File: src/rtl/serial_adder_ctrl_if.sv
// Request/response bundle between a client and serial_adder_ctrl.
// The client (master) drives start, the operands and the initial carry.
// The controller (slave) returns busy, done, result and cout.
// When SERIAL_ADDER_OVF_EN is defined, the bundle also carries the
// signed-overflow flag ovf.
interface serial_adder_ctrl_if #(
    parameter int WIDTH = 8
);
    logic             start;
    logic [WIDTH-1:0] op_a;
    logic [WIDTH-1:0] op_b;
    logic             cin_init;
    logic             busy;
    logic             done;
    logic [WIDTH-1:0] result;
    logic             cout;
`ifdef SERIAL_ADDER_OVF_EN
    logic             ovf;

    modport master (
        output start, op_a, op_b, cin_init,
        input  busy, done, result, cout, ovf
    );

    modport slave (
        input  start, op_a, op_b, cin_init,
        output busy, done, result, cout, ovf
    );
`else
    modport master (
        output start, op_a, op_b, cin_init,
        input  busy, done, result, cout
    );

    modport slave (
        input  start, op_a, op_b, cin_init,
        output busy, done, result, cout
    );
`endif
endinterface

File: src/rtl/serial_adder_ctrl.sv
// Bit-serial add controller for an external single-bit Full_Adder.
// The block captures two WIDTH-bit operands and feeds them to the adder
// LSB-first, one bit per clock, on fa_a/fa_b/fa_cin. It keeps the ripple
// carry in a flop, gathers the returned sum bits and, after WIDTH bit
// cycles, presents {cout, result} with a one-cycle done pulse.
// Optional feature macro: SERIAL_ADDER_OVF_EN adds the ovf output, the
// two's-complement overflow of the last addition.
module serial_adder_ctrl #(
    parameter int WIDTH = 8
) (
    input  logic               clk,
    input  logic               rst_n,
    serial_adder_ctrl_if.slave bus,
    output logic               fa_a,
    output logic               fa_b,
    output logic               fa_cin,
    input  logic               fa_sum,
    input  logic               fa_carry
);

    localparam int CNT_W = $clog2(WIDTH);
    localparam logic [CNT_W-1:0] CNT_LAST = CNT_W'(WIDTH - 1);

    typedef enum logic [1:0] {
        IDLE = 2'd0,
        RUN  = 2'd1,
        DONE = 2'd2
    } state_t;

    state_t           state_q;
    state_t           state_d;

    logic [WIDTH-1:0] a_sh;
    logic [WIDTH-1:0] b_sh;
    // Only the WIDTH-1 sum bits that arrive before the final one are
    // kept here; the final bit goes straight into result.
    logic [WIDTH-2:0] sum_sh;
    logic [WIDTH-1:0] sum_next;
    logic             carry_q;
    logic [CNT_W-1:0] cnt;
    logic             last_bit;

    logic [WIDTH-1:0] result_q;
    logic             cout_q;

    // Sum register after absorbing this cycle's fa_sum at the MSB.
    assign sum_next = {fa_sum, sum_sh};
    assign last_bit = (state_q == RUN) && (cnt == CNT_LAST);

    // State register.
    always_ff @(posedge clk or negedge rst_n) begin
        // NOTE: sequential state uses non-blocking assignments so every flop
        // samples pre-edge values regardless of statement order.
        if (!rst_n) begin
            state_q <= IDLE;
        end else begin
            state_q <= state_d;
        end
    end

    // Next-state decode: a start is honoured only in IDLE, RUN lasts WIDTH
    // cycles and DONE lasts exactly one.
    always_comb begin
        // NOTE: the default assignment first means no path leaves state_d
        // unassigned, so no latch is inferred.
        state_d = state_q;
        case (state_q)
            IDLE:    if (bus.start) state_d = RUN;
            RUN:     if (last_bit)  state_d = DONE;
            DONE:    state_d = IDLE;
            default: state_d = IDLE;
        endcase
    end

    // Operand capture, bit-serial shifting, carry tracking and result latch.
    always_ff @(posedge clk or negedge rst_n) begin
        if (!rst_n) begin
            a_sh     <= '0;
            b_sh     <= '0;
            sum_sh   <= '0;
            carry_q  <= 1'b0;
            cnt      <= '0;
            result_q <= '0;
            cout_q   <= 1'b0;
        end else begin
            case (state_q)
                IDLE: begin
                    if (bus.start) begin
                        a_sh    <= bus.op_a;
                        b_sh    <= bus.op_b;
                        carry_q <= bus.cin_init;
                        cnt     <= '0;
                        sum_sh  <= '0;
                    end
                end
                RUN: begin
                    a_sh    <= a_sh >> 1;
                    b_sh    <= b_sh >> 1;
                    sum_sh  <= sum_next[WIDTH-1:1];
                    carry_q <= fa_carry;
                    if (cnt == CNT_LAST) begin
                        // The final sum bit and carry-out come back this
                        // cycle, so they are taken from the adder directly.
                        result_q <= sum_next;
                        cout_q   <= fa_carry;
                    end else begin
                        cnt <= cnt + 1'b1;
                    end
                end
                default: ;
            endcase
        end
    end

`ifdef SERIAL_ADDER_OVF_EN
    logic ovf_q;

    // Signed overflow: carry into the MSB differs from the carry out of it.
    always_ff @(posedge clk or negedge rst_n) begin
        if (!rst_n) begin
            ovf_q <= 1'b0;
        end else if (last_bit) begin
            ovf_q <= carry_q ^ fa_carry;
        end
    end

    assign bus.ovf = ovf_q;
`endif

    // Status and adder drive are plain decodes of registered state; the
    // adder inputs are held at 0 whenever no bit is being processed.
    assign bus.busy   = (state_q != IDLE);
    assign bus.done   = (state_q == DONE);
    assign bus.result = result_q;
    assign bus.cout   = cout_q;

    assign fa_a   = (state_q == RUN) && a_sh[0];
    assign fa_b   = (state_q == RUN) && b_sh[0];
    assign fa_cin = (state_q == RUN) && carry_q;

endmodule

File: src/flat_wrapper.sv
// flat-port wrapper written by rule: the top's interface ports become plain ports
module serial_adder_ctrl_flat 
#(
    parameter int WIDTH = 8
)
  (clk, rst_n, fa_a, fa_b, fa_cin, fa_sum, fa_carry, bus_start, bus_op_a, bus_op_b, bus_cin_init, bus_busy, bus_done, bus_result, bus_cout);
  serial_adder_ctrl_if #(.WIDTH(WIDTH)) bus_i ();
  input  logic clk;
  input  logic rst_n;
  output logic fa_a;
  output logic fa_b;
  output logic fa_cin;
  input  logic fa_sum;
  input  logic fa_carry;
  input wire logic [$bits(bus_i.start)-1:0] bus_start;
  input wire logic [$bits(bus_i.op_a)-1:0] bus_op_a;
  input wire logic [$bits(bus_i.op_b)-1:0] bus_op_b;
  input wire logic [$bits(bus_i.cin_init)-1:0] bus_cin_init;
  output wire logic [$bits(bus_i.busy)-1:0] bus_busy;
  output wire logic [$bits(bus_i.done)-1:0] bus_done;
  output wire logic [$bits(bus_i.result)-1:0] bus_result;
  output wire logic [$bits(bus_i.cout)-1:0] bus_cout;
  assign bus_i.start = bus_start;
  assign bus_i.op_a = bus_op_a;
  assign bus_i.op_b = bus_op_b;
  assign bus_i.cin_init = bus_cin_init;
  assign bus_busy = bus_i.busy;
  assign bus_done = bus_i.done;
  assign bus_result = bus_i.result;
  assign bus_cout = bus_i.cout;
  serial_adder_ctrl #(.WIDTH(WIDTH)) u_core (.clk(clk), .rst_n(rst_n), .bus(bus_i), .fa_a(fa_a), .fa_b(fa_b), .fa_cin(fa_cin), .fa_sum(fa_sum), .fa_carry(fa_carry));
endmodule
File: config.mk
export PLATFORM = sky130hd
export DESIGN_NAME = serial_adder_ctrl_flat
export DESIGN_NICKNAME = d
export VERILOG_FILES = /design/src/rtl/serial_adder_ctrl_if.sv /design/src/rtl/serial_adder_ctrl.sv /design/src/flat_wrapper.sv
export SDC_FILE = /design/constraint.sdc
export NUM_CORES = 1
export LEC_CHECK = 0
export BUFFER_PORTS_ARGS = -buffer_cell sky130_fd_sc_hd__buf_2
export CAP_MARGIN = 20
export CORE_MARGIN = 5
export CORE_UTILIZATION = 57
export CTS_CLUSTER_SIZE = 24
export DETAILED_ROUTE_END_ITERATION = 10
export PLACE_DENSITY_LB_ADDON = 0.05
export SLEW_MARGIN = 5
export SYNTH_ARGS = -nofsm -noshare
export SYNTH_HDL_FRONTEND = slang
export SYNTH_SLANG_ARGS = --single-unit
File: constraint.sdc
create_clock -name clk -period 3.3 [get_ports clk]
set_input_delay 0.33 -clock clk [delete_from_list [all_inputs] [get_ports clk]]
set_output_delay 0.33 -clock clk [all_outputs]
set_load 0.05 [all_outputs]
==> impl_metrics.yaml <==
cts:
  ctsHoldBuffers: 0
  clock_path_buffers: 2
  cts_made_buffers: 5
  cts_tree: "yes"
  cts_setup_buffers: 0
  clock-root-buffer: "clkbuf_4"
  cts_resized: 0
  clkSlewWorstSetupHoldPaths_ns: 0.12
  clk_latency_ns: 0.34
  cts.sinks: 38
  cts.htree.levels: 2
routing:
  num_vias: 1280
  wl_per_cell_um: 16.8
  drtIter0Drc: 134
  dr.pass1.iters: 4
  wl_um: 3490
  drc: 0
  detail-route-antenna-nets: 0
  avgViaCountPerCell: 6.15
cells_and_area:
  final_nets: 198
  final_area_um2: 1930
  diodes: 0
  area_growth_pct: 12.2
  multiInputGateArea_um2: 693
  final-instance-count-excl-fill: 208
  drive_gt1_frac: 0.331
  ff_latch_area_um2: 951
  fillers: 249
timing:
  fin_skew_ns: 0.0135
  worst_slack_ns: 1.30
  finalHoldViolCount: 0
  rsz0062_at_grt: "no"
  slew_violations: 0
  setup_viol: 0
  whs_ns: 0.0645
  max_slew_margin: 0.456
  timing.final.crit_share: 0.605
  fin_crit_ns: 2.00
  finalSetupTns_ns: 0
  worst_slew_pin_slew_ns: 0.816
  fmax_ghz: 0.501
synth:
  yosysUniqueCellTypes: 29
  synth_top_area_frac: 0.552
  netlist_instances: 142
  synth.net_count: 166
  synth_common_cells: "dfrtp_1 (38), o22ai_1 (27), a21oi_1 (15), mux2_4 (9), a22o_1 (7)"
  yosysTopAreaCell: "dfrtp_1"
  syn_area_um2: 1720
  async_reset_ff_frac: 1.00
  synth-warning-count: 0
  synthFlopType: "dfrtp_1"
  synth_edf_count: 0
  yosys-top-cells-area: "dfrtp_1 (55%), o22ai_1 (9.8%), mux2_4 (7.8%)"
  syn_avg_cell_area_um2: 12.1
  ys_ff_latch: 38
  synth.most_common_cell: "dfrtp_1"
  yosysSeqAreaShare: 0.552
floorplan:
  ios: 36
  die_h_um: 65.0
  fp.dieW_um: 65.0
  dieArea_um2: 4220
  coreArea_um2: 2980
  initial_core_util: 0.578
  row_count: 20
placement:
  place.port_buffers: 35
  dpl.cell_count: 200
  place.gp.congestion: 0.824
  hpwl_um: 2400
  place_ws_ns: 1.66
  place_area_um2: 1870
global_routing:
  grt_pass1_vias: 1274
  grt_pass1_wl_um: 6040
  grt_use_total: 0.186
  antenna_found_initial: 0
  grt_overflow: 0
  grt_max_degree: 39
critical_path:
  cp-end-kind: "primary output"
  cp.required_ns: 2.97
  crit_type: "reg2out"
  start_kind: "register"
  cp_max_fo: 12
  cp.arrival_ns: 1.67
pwr:
  peakVddDrop_v: 0.000466
  power.leakage_nw: 0.923
  power_per_cell_area_nw_per_um2: 1040
status:
  run_status: "completed"
worst_hold_path:
  hold_class: "in2async"
job:
  maxCapViolations: 0
==> kinds of logic after synthesis <==
| logic type | Yosys count | synth area share |
|---|---|---|
| AOI/OAI and AO/OA | 61 | 0.230 |
| DFF | 38 | 0.552 |
| and+or+nand+nor | 19 | 0.0799 |
| buffers and inverters | 13 | 0.0450 |
| muxes | 9 | 0.0785 |
| adders and majority gates | 2 | 0.0145 |
==> placed cells by master (no fill, tap or decap) <==
cell type  count
o2bb2ai_1      3
clkinv_1       1
a22o_1         7
clkbuf_4       5
and2_1         3
a22oi_1        2
nand2_1        2
or2_1          1
o21ai_2        1
inv_1          1
or3b_1         1
a21oi_1       15
clkbuf_8       1
mux2_4         9
buf_2         35
o22ai_1       27
nor2b_1        1
clkbuf_1       1
nor3_1         1
nor2_1         4
and2b_4        1
dfrtp_1       38
nand2b_4       2
o221a_2        1
ha_1           2
o21ai_0        4
a2bb2oi_1      1
clkinv_2       1
nand2b_1       2
inv_2          1
nand2_8        1
==> worst max-delay path, cell delays in order (launching register included) <==
cell and delay, ns:
dfrtp_1 0.51, and2b_4 0.42, and2_1 0.15, buf_2 0.26
==> registers in the layout (all words and copies together) (netlist names) <==
| signal | flops |
|---|---|
| u_core.cnt | 3 |
| u_core.carry_q | 1 |
| u_core.state_q | 2 |
| u_core.bus.cout | 1 |
| u_core.sum_sh | 7 |
| u_core.b_sh | 8 |
| u_core.a_sh | 8 |
| u_core.bus.result | 8 |
==> worst paths after layout <==
path                                             startpoint                               end  slack (ns)  cells after the start
hold / removal                                        rst_n        u_core.b_sh[5]$_DFFE_PN0P_        0.06                      1
setup / recovery              u_core.state_q[1]$_DFFE_PN0P_                            fa_cin        1.30                      3
min in group clk                                bus_op_b[7]        u_core.b_sh[7]$_DFFE_PN0P_        0.23                      3
max in group asynchronous                             rst_n  u_core.bus.result[2]$_DFFE_PN0P_        2.72                      1
setup reg to reg              u_core.state_q[0]$_DFFE_PN0P_        u_core.a_sh[1]$_DFFE_PN0P_        1.69                      3
hold reg to reg            u_core.bus.result[0]$_DFFE_PN0P_  u_core.bus.result[0]$_DFFE_PN0P_        0.52                      1
==> power breakdown <==
part           internal [mW]  switching (mW)
Combinational          0.345           0.570
Clock                  0.103           0.147
Sequential             0.670           0.166
Total                   1.12           0.883
==> area by class of cell <==
class	instances	share of cell area
clock inverters	1	0.00259
multi-input cells	91	0.359
inverters	3	0.00583
flip-flops and latches	38	0.492
well taps	33	0.0214
repair buffers	35	0.0907
clock buffers	7	0.0285
==> stage by stage <==
step | power (mW) | util
after detailed placement | 1.76 | 0.629
after floorplan | 1.57 | -
after global placement | 1.73 | 0.629
final | 2.00 | 0.649
after global routing | 2.14 | 0.649
after CTS | 2.02 | 0.649
==> per-layer routing <==
metal / up-vias / track usage / wire, µm
li1: 609 / - / -
met1: 620 / 0.233 / 1460
met2: 45 / 0.304 / 1730
met3: 6 / 0.0468 / 246
met4: 0 / 0.0792 / 50
met5: - / 0 / 0
Power figures use the tool's default switching activity.
